$ cat config.mk
export PLATFORM = sky130hd
export DESIGN_NAME = uart_tx_feeder
export DESIGN_NICKNAME = d
export VERILOG_FILES = /design/src/rtl/uart_tx_feeder.sv
export SDC_FILE = /design/constraint.sdc
export NUM_CORES = 1
export LEC_CHECK = 0
export ABC_AREA = 1
export BUFFER_PORTS_ARGS = -buffer_cell sky130_fd_sc_hd__clkbuf_2
export CORE_MARGIN = 4
export CORE_UTILIZATION = 55
export CTS_CLUSTER_DIAMETER = 80
export DETAILED_ROUTE_END_ITERATION = 7
export PLACE_DENSITY = 0.74
export SLEW_MARGIN = 10
export SYNTH_ARGS = -nofsm -noshare
export SYNTH_HDL_FRONTEND = slang
export SYNTH_SLANG_ARGS = --single-unit
export TNS_END_PERCENT = 30
$ cat constraint.sdc
create_clock -name CLK -period 2.2 [get_ports CLK]
set_input_delay 0.22 -clock CLK [delete_from_list [all_inputs] [get_ports CLK]]
set_output_delay 0.22 -clock CLK [all_outputs]
set_load 0.02 [all_outputs]
$ cat src/rtl/uart_tx_feeder.sv
//-----------------------------------------------------------------------------
// uart_tx_feeder
//
// Byte buffer and handshake sequencer placed directly in front of the UART
// transmitter. System-side bytes are queued in a small synchronous FIFO and
// handed to the transmitter one at a time. A Data_Valid pulse is only issued
// while the transmitter is idle. The presented byte is held stable until the
// transmitter has finished with it.
//
// Parameters:
//   DEPTH        FIFO entries (power of two, >= 2)
//   DATA_WIDTH   byte width, must match the transmitter's P_DATA width
//   ACK_TIMEOUT  cycles to wait for TX_BUSY after a pulse before re-pulsing
//
// Ports:
//   CLK        in   single clock, rising edge
//   RST        in   synchronous active-high reset
//   WR_DATA    in   byte to enqueue
//   WR_EN      in   enqueue request, accepted when FULL=0
//   FULL       out  occupancy == DEPTH
//   EMPTY      out  occupancy == 0
//   COUNT      out  current occupancy
//   OVF        out  one-cycle pulse when a write is attempted while FULL
//   TX_P_DATA  out  byte presented to the transmitter
//   TX_D_VLD   out  one-cycle Data_Valid pulse to the transmitter
//   TX_BUSY    in   transmitter busy flag
//-----------------------------------------------------------------------------
`timescale 1ns/1ps

module uart_tx_feeder #(
  parameter int DEPTH       = 8,
  parameter int DATA_WIDTH  = 8,
  parameter int ACK_TIMEOUT = 3
) (
  input  logic                    CLK,
  input  logic                    RST,
  input  logic [DATA_WIDTH-1:0]   WR_DATA,
  input  logic                    WR_EN,
  output logic                    FULL,
  output logic                    EMPTY,
  output logic [$clog2(DEPTH):0]  COUNT,
  output logic                    OVF,
  output logic [DATA_WIDTH-1:0]   TX_P_DATA,
  output logic                    TX_D_VLD,
  input  logic                    TX_BUSY
);

  localparam int AW    = $clog2(DEPTH);
  localparam int CW    = AW + 1;
  localparam int ACK_W = $clog2(ACK_TIMEOUT + 1);

  typedef enum logic [1:0] {
    IDLE,
    SEND,
    WAIT_ACK,
    WAIT_DONE
  } state_t;

  state_t                 state;
  state_t                 state_next;
  logic [DATA_WIDTH-1:0]  mem [DEPTH];
  logic [AW-1:0]          wr_ptr;
  logic [AW-1:0]          rd_ptr;
  logic [CW-1:0]          count;
  logic [ACK_W-1:0]       ack_cnt;
  logic [ACK_W-1:0]       ack_cnt_next;
  logic                   do_write;
  logic                   do_pop;

  assign FULL     = (count == CW'(DEPTH));
  assign EMPTY    = (count == '0);
  assign COUNT    = count;
  // Decoded straight from the state register so the pulse is glitch-free.
  assign TX_D_VLD = (state == SEND);

  // FULL blocks a write even when a pop happens in the same cycle.
  assign do_write = WR_EN && !FULL;

  // Next-state logic. The pop is issued only on the IDLE->SEND transition,
  // so a timeout retry re-pulses the byte already held in TX_P_DATA.
  always_comb begin
    state_next   = state;
    ack_cnt_next = ack_cnt;
    do_pop       = 1'b0;
    case (state)
      IDLE: begin
        if (!EMPTY && !TX_BUSY) begin
          do_pop     = 1'b1;
          state_next = SEND;
        end
      end
      SEND: begin
        ack_cnt_next = '0;
        state_next   = WAIT_ACK;
      end
      WAIT_ACK: begin
        if (TX_BUSY) begin
          state_next = WAIT_DONE;
        end else begin
          // Reaching ACK_TIMEOUT after ACK_TIMEOUT silent cycles sends us back
          // to SEND, giving a re-pulse period of ACK_TIMEOUT+1 cycles.
          ack_cnt_next = ack_cnt + ACK_W'(1);
          if (ack_cnt == ACK_W'(ACK_TIMEOUT - 1)) begin
            state_next = SEND;
          end
        end
      end
      WAIT_DONE: begin
        if (!TX_BUSY) begin
          state_next = IDLE;
        end
      end
      default: begin
        state_next = IDLE;
      end
    endcase
  end

  // Sequencer state, FIFO pointers/occupancy, presented byte and overflow flag.
  always_ff @(posedge CLK) begin
    if (RST) begin
      state     <= IDLE;
      ack_cnt   <= '0;
      wr_ptr    <= '0;
      rd_ptr    <= '0;
      count     <= '0;
      OVF       <= 1'b0;
      TX_P_DATA <= '0;
    end else begin
      state   <= state_next;
      ack_cnt <= ack_cnt_next;
      OVF     <= WR_EN && FULL;
      // DEPTH is a power of two, so pointer increments wrap naturally.
      if (do_write) begin
        wr_ptr <= wr_ptr + AW'(1);
      end
      if (do_pop) begin
        rd_ptr    <= rd_ptr + AW'(1);
        TX_P_DATA <= mem[rd_ptr];
      end
      case ({do_write, do_pop})
        2'b10:   count <= count + CW'(1);
        2'b01:   count <= count - CW'(1);
        default: count <= count;
      endcase
    end
  end

  // Storage array is not reset; clearing the pointers discards its contents.
  always_ff @(posedge CLK) begin
    if (do_write) begin
      mem[wr_ptr] <= WR_DATA;
    end
  end

endmodule

**Word-level counts from Yosys, hierarchy flattened**

Memory sizes are Yosys's and may differ from the RTL's. A register that Yosys moved wholly into a read port is not among the register bits.
Index checks and enable logic that the tools add are counted.

- Multiplexer cells: 12
- Eq/ne operators: 11
- Add/subtract/negate cells: 5
- Reduce and logical (&&, ||, !) cells: 12

Operators with widths:

| cell | count |
|---|---|
| $mux W2 | 5 |
| $eq A2 B2 Y1 const B | 4 |
| $pmux W2 S4 | 1 |
| $pmux W4 S2 | 1 |
| $add A3 B1 Y3 const B | 2 |
| $ne A2 B2 Y1 const B | 3 |
| $add A4 B1 Y4 const B | 1 |
| $eq A2 B1 Y1 const B | 2 |
| $eq A4 B4 Y1 const B | 1 |
| $logic_not A4 Y1 | 1 |
| $mux W1 | 4 |
| $pmux W2 S2 | 1 |
| $reduce_bool A2 Y1 | 2 |
| $sub A4 B1 Y4 const B | 1 |
| $logic_and A1 B1 Y1 | 3 |
| $logic_not A1 Y1 | 3 |
| $ne A3 B3 Y1 const B | 1 |
| $reduce_and A3 Y1 | 1 |
| $add A2 B1 Y2 const B | 1 |
| $logic_not A2 Y1 | 1 |
| $reduce_and A2 Y1 | 1 |

- Output and inout port bits: 16
- Logic and storage cells: 47
- Bits in writable memories: 64
- Memories: 1
- Register bits: 15

Memory list:

| memory | words | bits a word | rd ports | clocked after Yosys merged registers in | wr ports | line | source |
|---|---|---|---|---|---|---|---|
| mem | 8 | 8 | 1 | 1 | 1 | 61 | `logic [DATA_WIDTH-1:0] mem [DEPTH];` |

**Longest topological paths before layout**

Gate-level depths: netlist of run 1.

- Word-level depth: 7
- Gate-level depth with buffers: 14
- Gate-level depth less buffers: 14

**Least setup slack after synthesis of run 1**

No wires, ideal clock.

- Kind: reg2reg
- From: reg count[2] (netlist: COUNT[2])
- To: reg count[2] (netlist: COUNT[2])
- Setup time: 115 ps
- Buffers on the path: 0
- Arrival: 1843 ps
- Period minus slack after synthesis: 1959 ps
- Stages on the path, launching flop included: 14
- Data required time: 2085 ps
- Path slack: 241 ps
- Path through: dfxtp_1 -> inv_1 -> nand3_2 -> nand3_4 -> inv_4 -> ha_1 -> nand2_1 -> inv_1 -> nor2_2 -> ha_1 -> a21oi_1 -> xnor2_1 -> o21ai_0 -> inv_1

- Cells in the longest elaborated chain, start to end: 7
- Elaborated cells between the ends (all ways): 14
- Those cells by class: add/sub (2); eq/ne (3); mux (3); reduce/logical (6)

Ends and longest elaborated chain:

| element | line | source |
|---|---|---|
| from (decl) | 64 | `logic [CW-1:0] count;` |
| from (signal assigned) | 142 | `2'b10: count <= count + CW'(1);` |
| from (signal assigned) | 143 | `2'b01: count <= count - CW'(1);` |
| from (signal assigned) | 144 | `default: count <= count;` |
| $logic_not A4 Y1 * | 71 | `assign EMPTY = (count == '0);` |
| $logic_not A1 Y1 * | 87 | `if (!EMPTY && !TX_BUSY) begin` |
| $logic_and A1 B1 Y1 * | 87 |  |
| $mux W1 * | 87 |  |
| $mux W1 * | 85 | `case (state)` |
| net do_pop | 68 | `logic do_pop;` |
| $eq A2 B1 Y1 / $eq A2 B2 Y1 (equally long branches) | 141 | `case ({do_write, do_pop})` |
| $pmux W4 S2 / $reduce_bool A2 Y1 (equally long branches) | - |  |

The timed path passes the listed nets; every way through them passes the cells marked *.
A chain may end at the register's enable or synchronous reset.

**Final worst setup path of run 1**

- From: reg count[0] (netlist: COUNT[0])
- To: reg count[2] (netlist: COUNT[2])

Same word-level chain as after synthesis.

==> results of run 1 <==
==> sequential cells by signal, summed over array words and instances, names as in the netlist <==
signal	cells
COUNT	4
TX_P_DATA	8
rd_ptr	3
wr_ptr	3
mem	64
OVF	1
ack_cnt	2
state	2
==> Yosys cell counts (all sizes together), types with 2 or more instances <==
| library cell | instances | area share, % |
|---|---|---|
| a21oi | 19 | 3.3 |
| buf | 14 | 3.2 |
| dfxtp | 23 | 12 |
| edfxtp | 64 | 49 |
| ha | 6 | 1.9 |
| inv | 70 | 6.9 |
| nand2 | 109 | 11 |
| nand3 | 56 | 7.7 |
| nor2 | 20 | 2.2 |
| o21ai | 7 | 0.89 |
| or2 | 2 | 0.38 |
| xnor2 | 2 | 0.45 |
| xor2 | 2 | 0.45 |
==> power groups by stage <==
| stage | Clock (W) | Sequential [W] | Combinational [W] |
|---|---|---|---|
| after floorplan | 0 | 0.00221 | 0.00127 |
| after global placement | 0 | 0.00214 | 0.00163 |
| after detailed placement | 0 | 0.00215 | 0.00167 |
| after CTS | 0.00121 | 0.00212 | 0.00168 |
| after global routing | 0.00130 | 0.00214 | 0.00188 |
| final | 0.00118 | 0.00212 | 0.00168 |
==> worst paths after layout <==
path                                start                 endpoint  slack (ps)  depth (start not counted)
setup / recovery    COUNT[0]$_SDFFE_PP0P_    COUNT[2]$_SDFFE_PP0P_         220                         13
hold / removal                      WR_EN           OVF$_SDFF_PP0_         130                          3
setup reg to reg    COUNT[0]$_SDFFE_PP0P_    COUNT[2]$_SDFFE_PP0P_         220                         13
hold reg to reg   ack_cnt[1]$_SDFFE_PP0P_  ack_cnt[1]$_SDFFE_PP0P_         470                          2
==> worst max-delay path, stage by stage, from the launching register on <==
cell and delay (ps):
dfxtp_1 450, nor2_2 90, nand3_2 110, nand3_4 80
inv_4 130, ha_2 220, nand2_1 60, inv_1 80
nor2_2 50, ha_1 190, a21oi_2 130, xnor2_1 80
o21ai_0 140, inv_1 60
==> layout make-up <==
class                      count  area [um2]
inverter                      70         270
sequential                    87        2380
tap                           96         120
fill                         537        2510
clock inverter                 4        73.8
multi-input combinational    227        1150
timing repair buffer          39         225
clock buffer                  12         135
==> through the flow <==
| step | utilization [%] | std cells | hold slack, ps | worst slack (ps) |
|---|---|---|---|---|
| 4_1_cts | 63.3 | 535 | 105 | 176 |
| 6_report | 63.4 | 535 | 132 | 218 |
| 3_5_place_dp | 60.3 | 519 | 463 | 190 |
| 3_3_place_gp | 60.3 | 519 | 451 | 316 |
| 5_1_grt | 63.4 | 535 | 126 | 40.9 |
| 2_1_floorplan | - | 398 | 319 | 241 |
==> layer usage <==
metal | global-route usage (%) | routed length, um
met5 | 0 | 0
met4 | 7.55 | 114
met3 | 3.74 | 438
met2 | 31.4 | 3680
met1 | 26.1 | 3430
==> kinds of logic after synthesis <==
logic type	synth area share, %
AND/OR/NAND/NOR	21.8
XOR/XNOR	0.894
buffers and inverters	10.1
AO/OA/AOI/OAI	4.56
flip-flops	60.8
adder cells (fa/ha/maj)	1.92
==> timing repair <==
action / 4_1_cts / 5_1_grt
endpoints found under the setup margin: 0 / 1
resized for setup: 0 / 3
hold buffers: 0 / 0
==> flow_summary.json, run 1 <==
{
  "synth_nets": 416,
  "globalRouteOverflowTotal": 0,
  "power_density_nw_per_um2": 1140,
  "period_needed_ps": 1980,
  "start_util_pct": 57.1,
  "drv_cap": 0,
  "diodes": 0,
  "post-cts-setup-buffers": 0,
  "async_flop_share_pct": 0,
  "final_common_cell": "nand2_1",
  "ir_worst_vdd_v": 0.000545,
  "finalCritPeriodShare_pct": 90.1,
  "cts-buffers-inserted": 9,
  "synth_cell_types": 31,
  "grt_pass1_wl_um": 12600,
  "antenna_left": 0,
  "slew_violations": 0,
  "cp.required_ps": 2440,
  "placed_area_um2": 4140,
  "seqPwrFrac_pct": 42.6,
  "p_leak_nw": 1.91,
  "clkLatencyLatePin_ps": 350,
  "worst_slew_pin_slew_ps": 576,
  "dieArea_um2": 8540,
  "nNetsFinal": 452,
  "clockPowerShare_pct": 23.7,
  "finalInstanceArea_um2": 4360,
  "p_int_w": 0.00316,
  "wirelength_um": 7670,
  "p_comb_share_pct": 33.7,
  "yosys_warnings": 0,
  "area_delta_synth_final_pct": 11.1,
  "ys.flop_type": "edfxtp_1",
  "port_buffers": 27,
  "postSynthAreaPerCell_um2": 9.85,
  "hold_violations": 0,
  "max_slew_margin_pct": 61.6,
  "switching_power_w": 0.00181,
  "worstPathArrival_ps": 2230,
  "final_cell_mix": "nand2_1 (100), inv_1 (67), edfxtp_1 (64), nand3_1 (53), clkbuf_2 (27)",
  "ios": 28,
  "cp_max_fo": 11,
  "end_kind": "register",
  "fmax_mhz": 504,
  "drive_above_1_share_pct": 18.9,
  "timing.critical_path.from_type": "register",
  "rows": 30,
  "grtUsageTotal_pct": 19.5,
  "cts_sinks": 87,
  "syn_area_um2": 3920,
  "wl_per_cell_um": 14.3,
  "core_area_um2": 6870,
  "synth_edf_count": 64,
  "synthCells": 398,
  "critical_path_class": "reg -> reg",
  "place.gp.congestion": 0.802,
  "dr.first_iter.drc_count": 255,
  "yosysSeqAreaShare_pct": 60.8,
  "num_vias": 2707,
  "outcome": "complete, no violations",
  "place_hpwl_um": 4910,
  "grt_pass1_vias": 2552,
  "first_pass_iters": 5,
  "fin_skew_ps": 11.3,
  "cts.htree.levels": 3,
  "p_sw_share_pct": 36.5,
  "drc": 0,
  "cts_tree": "yes",
  "finalPower_w": 0.00498,
  "setup_viol": 0,
  "antenna_found_initial": 0,
  "hold_path.class": "in -> reg",
  "ctsLongestPathBuffers": 2,
  "vias_per_cell": 5.06,
  "grt_max_degree": 35,
  "ys_ff_latch": 87,
  "rsz0062_at_grt": "no",
  "path_clk_slew_ps": 80,
  "die_width_um": 92.4,
  "ctsRootBufferMaster": "clkbuf_8",
  "setup_tns_ps": 0,
  "die_h_um": 92.4
}
(Power assumes the default switching activity.)
==> inputs of run 2 (changes only) <==
--- a/config.mk
+++ b/config.mk
@@ -7,6 +7,7 @@
 export LEC_CHECK = 0
 export ABC_AREA = 1
 export BUFFER_PORTS_ARGS = -buffer_cell sky130_fd_sc_hd__clkbuf_2
+export CORE_ASPECT_RATIO = 1.25
 export CORE_MARGIN = 4
 export CORE_UTILIZATION = 55
 export CTS_CLUSTER_DIAMETER = 80
==> run 2 against run 1 <==
Worst setup slack improved by 7.7 ps. Clock skew decreased by 4.0 ps. Sequential cell count unchanged. Die area about the same. Core utilization decreased by 0.78 points. Final area decreased by 0.29%. Sequential power about the same. Critical endpoint unchanged. Largest power group unchanged.
==> flow_summary.json, run 2 (synthesis gave the netlist of run 1 again) <==
{
  "outcome": "complete, no violations",
  "grtUsageTotal_pct": 19.6,
  "diodes": 0,
  "globalRouteOverflowTotal": 0,
  "cp_cell_sequence": "nor2_2, nand3_2, nand3_4, inv_4, ha_2, nand2_1, inv_1, nor2_2, ha_1, a21oi_1, xnor2_1, o21ai_0, inv_1",
  "post-cts-setup-buffers": 0,
  "hold_depth": 3,
  "drv_cap": 0,
  "clkLatencyLatePin_ps": 350,
  "path_clk_slew_ps": 80,
  "cp_max_fo": 11,
  "fmax_mhz": 506,
  "largest_reg_flops": 64,
  "rows": 34,
  "grt_pass1_wl_um": 12700,
  "end_kind": "register",
  "area_delta_synth_final_pct": 10.8,
  "r2r_cells": 13,
  "wirelength_um": 7790,
  "holdWs_ps": 144,
  "cts-buffers-inserted": 9,
  "dp.cells": 513,
  "die_h_um": 102,
  "antenna_left": 0,
  "cts_sinks": 87,
  "dr.first_iter.drc_count": 203,
  "cts_resized": 0,
  "setup_viol": 0,
  "start_util_pct": 56.5,
  "cp.required_ps": 2440,
  "wl_per_cell_um": 14.7,
  "worst_slew_pin_slew_ps": 477,
  "p_leak_nw": 1.91,
  "critical_path_class": "reg -> reg",
  "crit_slowest_cell": "dfxtp_1",
  "port_buffers": 27,
  "slew_violations": 0,
  "critPathMaxStageDelay_ps": 430,
  "power_density_nw_per_um2": 1130,
  "stdcell_count": 529,
  "die_width_um": 83.5,
  "final_cell_mix": "nand2_1 (100), inv_1 (67), edfxtp_1 (64), nand3_1 (53), clkbuf_2 (27)",
  "path_buf_inv": 3,
  "timing.critical_path.from_type": "register",
  "critPathTopFamily": "flip-flops",
  "ctsLongestPathBuffers": 2,
  "num_vias": 2670,
  "final_common_cell": "nand2_1",
  "setup_tns_ps": 0,
  "hold_path.class": "in -> reg",
  "worstPathArrival_ps": 2220,
  "grt_pass1_vias": 2550,
  "drive_above_1_share_pct": 18.9,
  "ctsRootBufferMaster": "clkbuf_8",
  "cts.htree.levels": 3,
  "finalCritPeriodShare_pct": 89.8,
  "first_pass_iters": 4,
  "place_hpwl_um": 5170,
  "rsz0062_at_grt": "no",
  "worst_slack_ps": 225,
  "nNetsFinal": 452,
  "place.gp.congestion": 0.809,
  "grt_max_degree": 35,
  "drc": 0,
  "place_ws_ps": 238,
  "vias_per_cell": 5.05,
  "ir_worst_vdd_v": 0.000723,
  "cp.depth": 13,
  "ctsHoldBuffers": 0,
  "ios": 28,
  "antenna_found_initial": 0,
  "max_slew_margin_pct": 68.2,
  "top_register": "mem",
  "hold_violations": 0,
  "core_area_um2": 6930,
  "period_needed_ps": 1970,
  "cts_tree": "yes",
  "fin_skew_ps": 7.25,
  "dieArea_um2": 8550
}
==> run 2: final cells by class <==
| cell class | instances | area [um2] |
|---|---|---|
| fillers | 573 | 2590 |
| flip-flops and latches | 87 | 2380 |
| multi-input cells | 227 | 1140 |
| inverters | 70 | 270 |
| repair buffers | 39 | 225 |
| clock buffers | 14 | 199 |
| well taps | 90 | 113 |
| clock inverters | 2 | 10.0 |
==> run 2: final timing paths <==
kind | startpoint | end | slack [ps]
max | COUNT[0]$_SDFFE_PP0P_ | COUNT[2]$_SDFFE_PP0P_ | 230
min | WR_EN | OVF$_SDFF_PP0_ | 140
max reg2reg | COUNT[0]$_SDFFE_PP0P_ | COUNT[2]$_SDFFE_PP0P_ | 230
min reg2reg | TX_P_DATA[5]$_SDFFE_PP0P_ | TX_P_DATA[5]$_SDFFE_PP0P_ | 470
==> run 2: metal layers <==
metal / up-vias / share of wire [%] / wire length, um / global-route usage [%]
met4: 0 / 2.3 / 176 / 7.67
met2: 70 / 52 / 4040 / 33.8
met5: - / 0 / 0 / 0
met3: 16 / 5.3 / 416 / 4.52
li1: 1352 / - / - / -
met1: 1232 / 40 / 3150 / 24.3
==> run 2: through the flow <==
stage / cell area [um2] / total power [W] / utilization, %
after floorplan: 3920 / 0.00348 / -
after global placement: 4130 / 0.00380 / 59.6
after detailed placement: 4130 / 0.00383 / 59.6
after CTS: 4340 / 0.00494 / 62.6
after global routing: 4340 / 0.00524 / 62.6
final: 4340 / 0.00490 / 62.6
==> run 2: worst min-delay path: stages <==
cell and delay (ps):
clkbuf_2 110, nand2_1 70, nor2_1 40
==> run 2: power breakdown <==
group          internal (W)  switching, W  total [W]
logic              0.000558       0.00111    0.00167
clock network      0.000589      0.000528    0.00112
registers           0.00196      0.000155    0.00211
total               0.00310       0.00180    0.00490
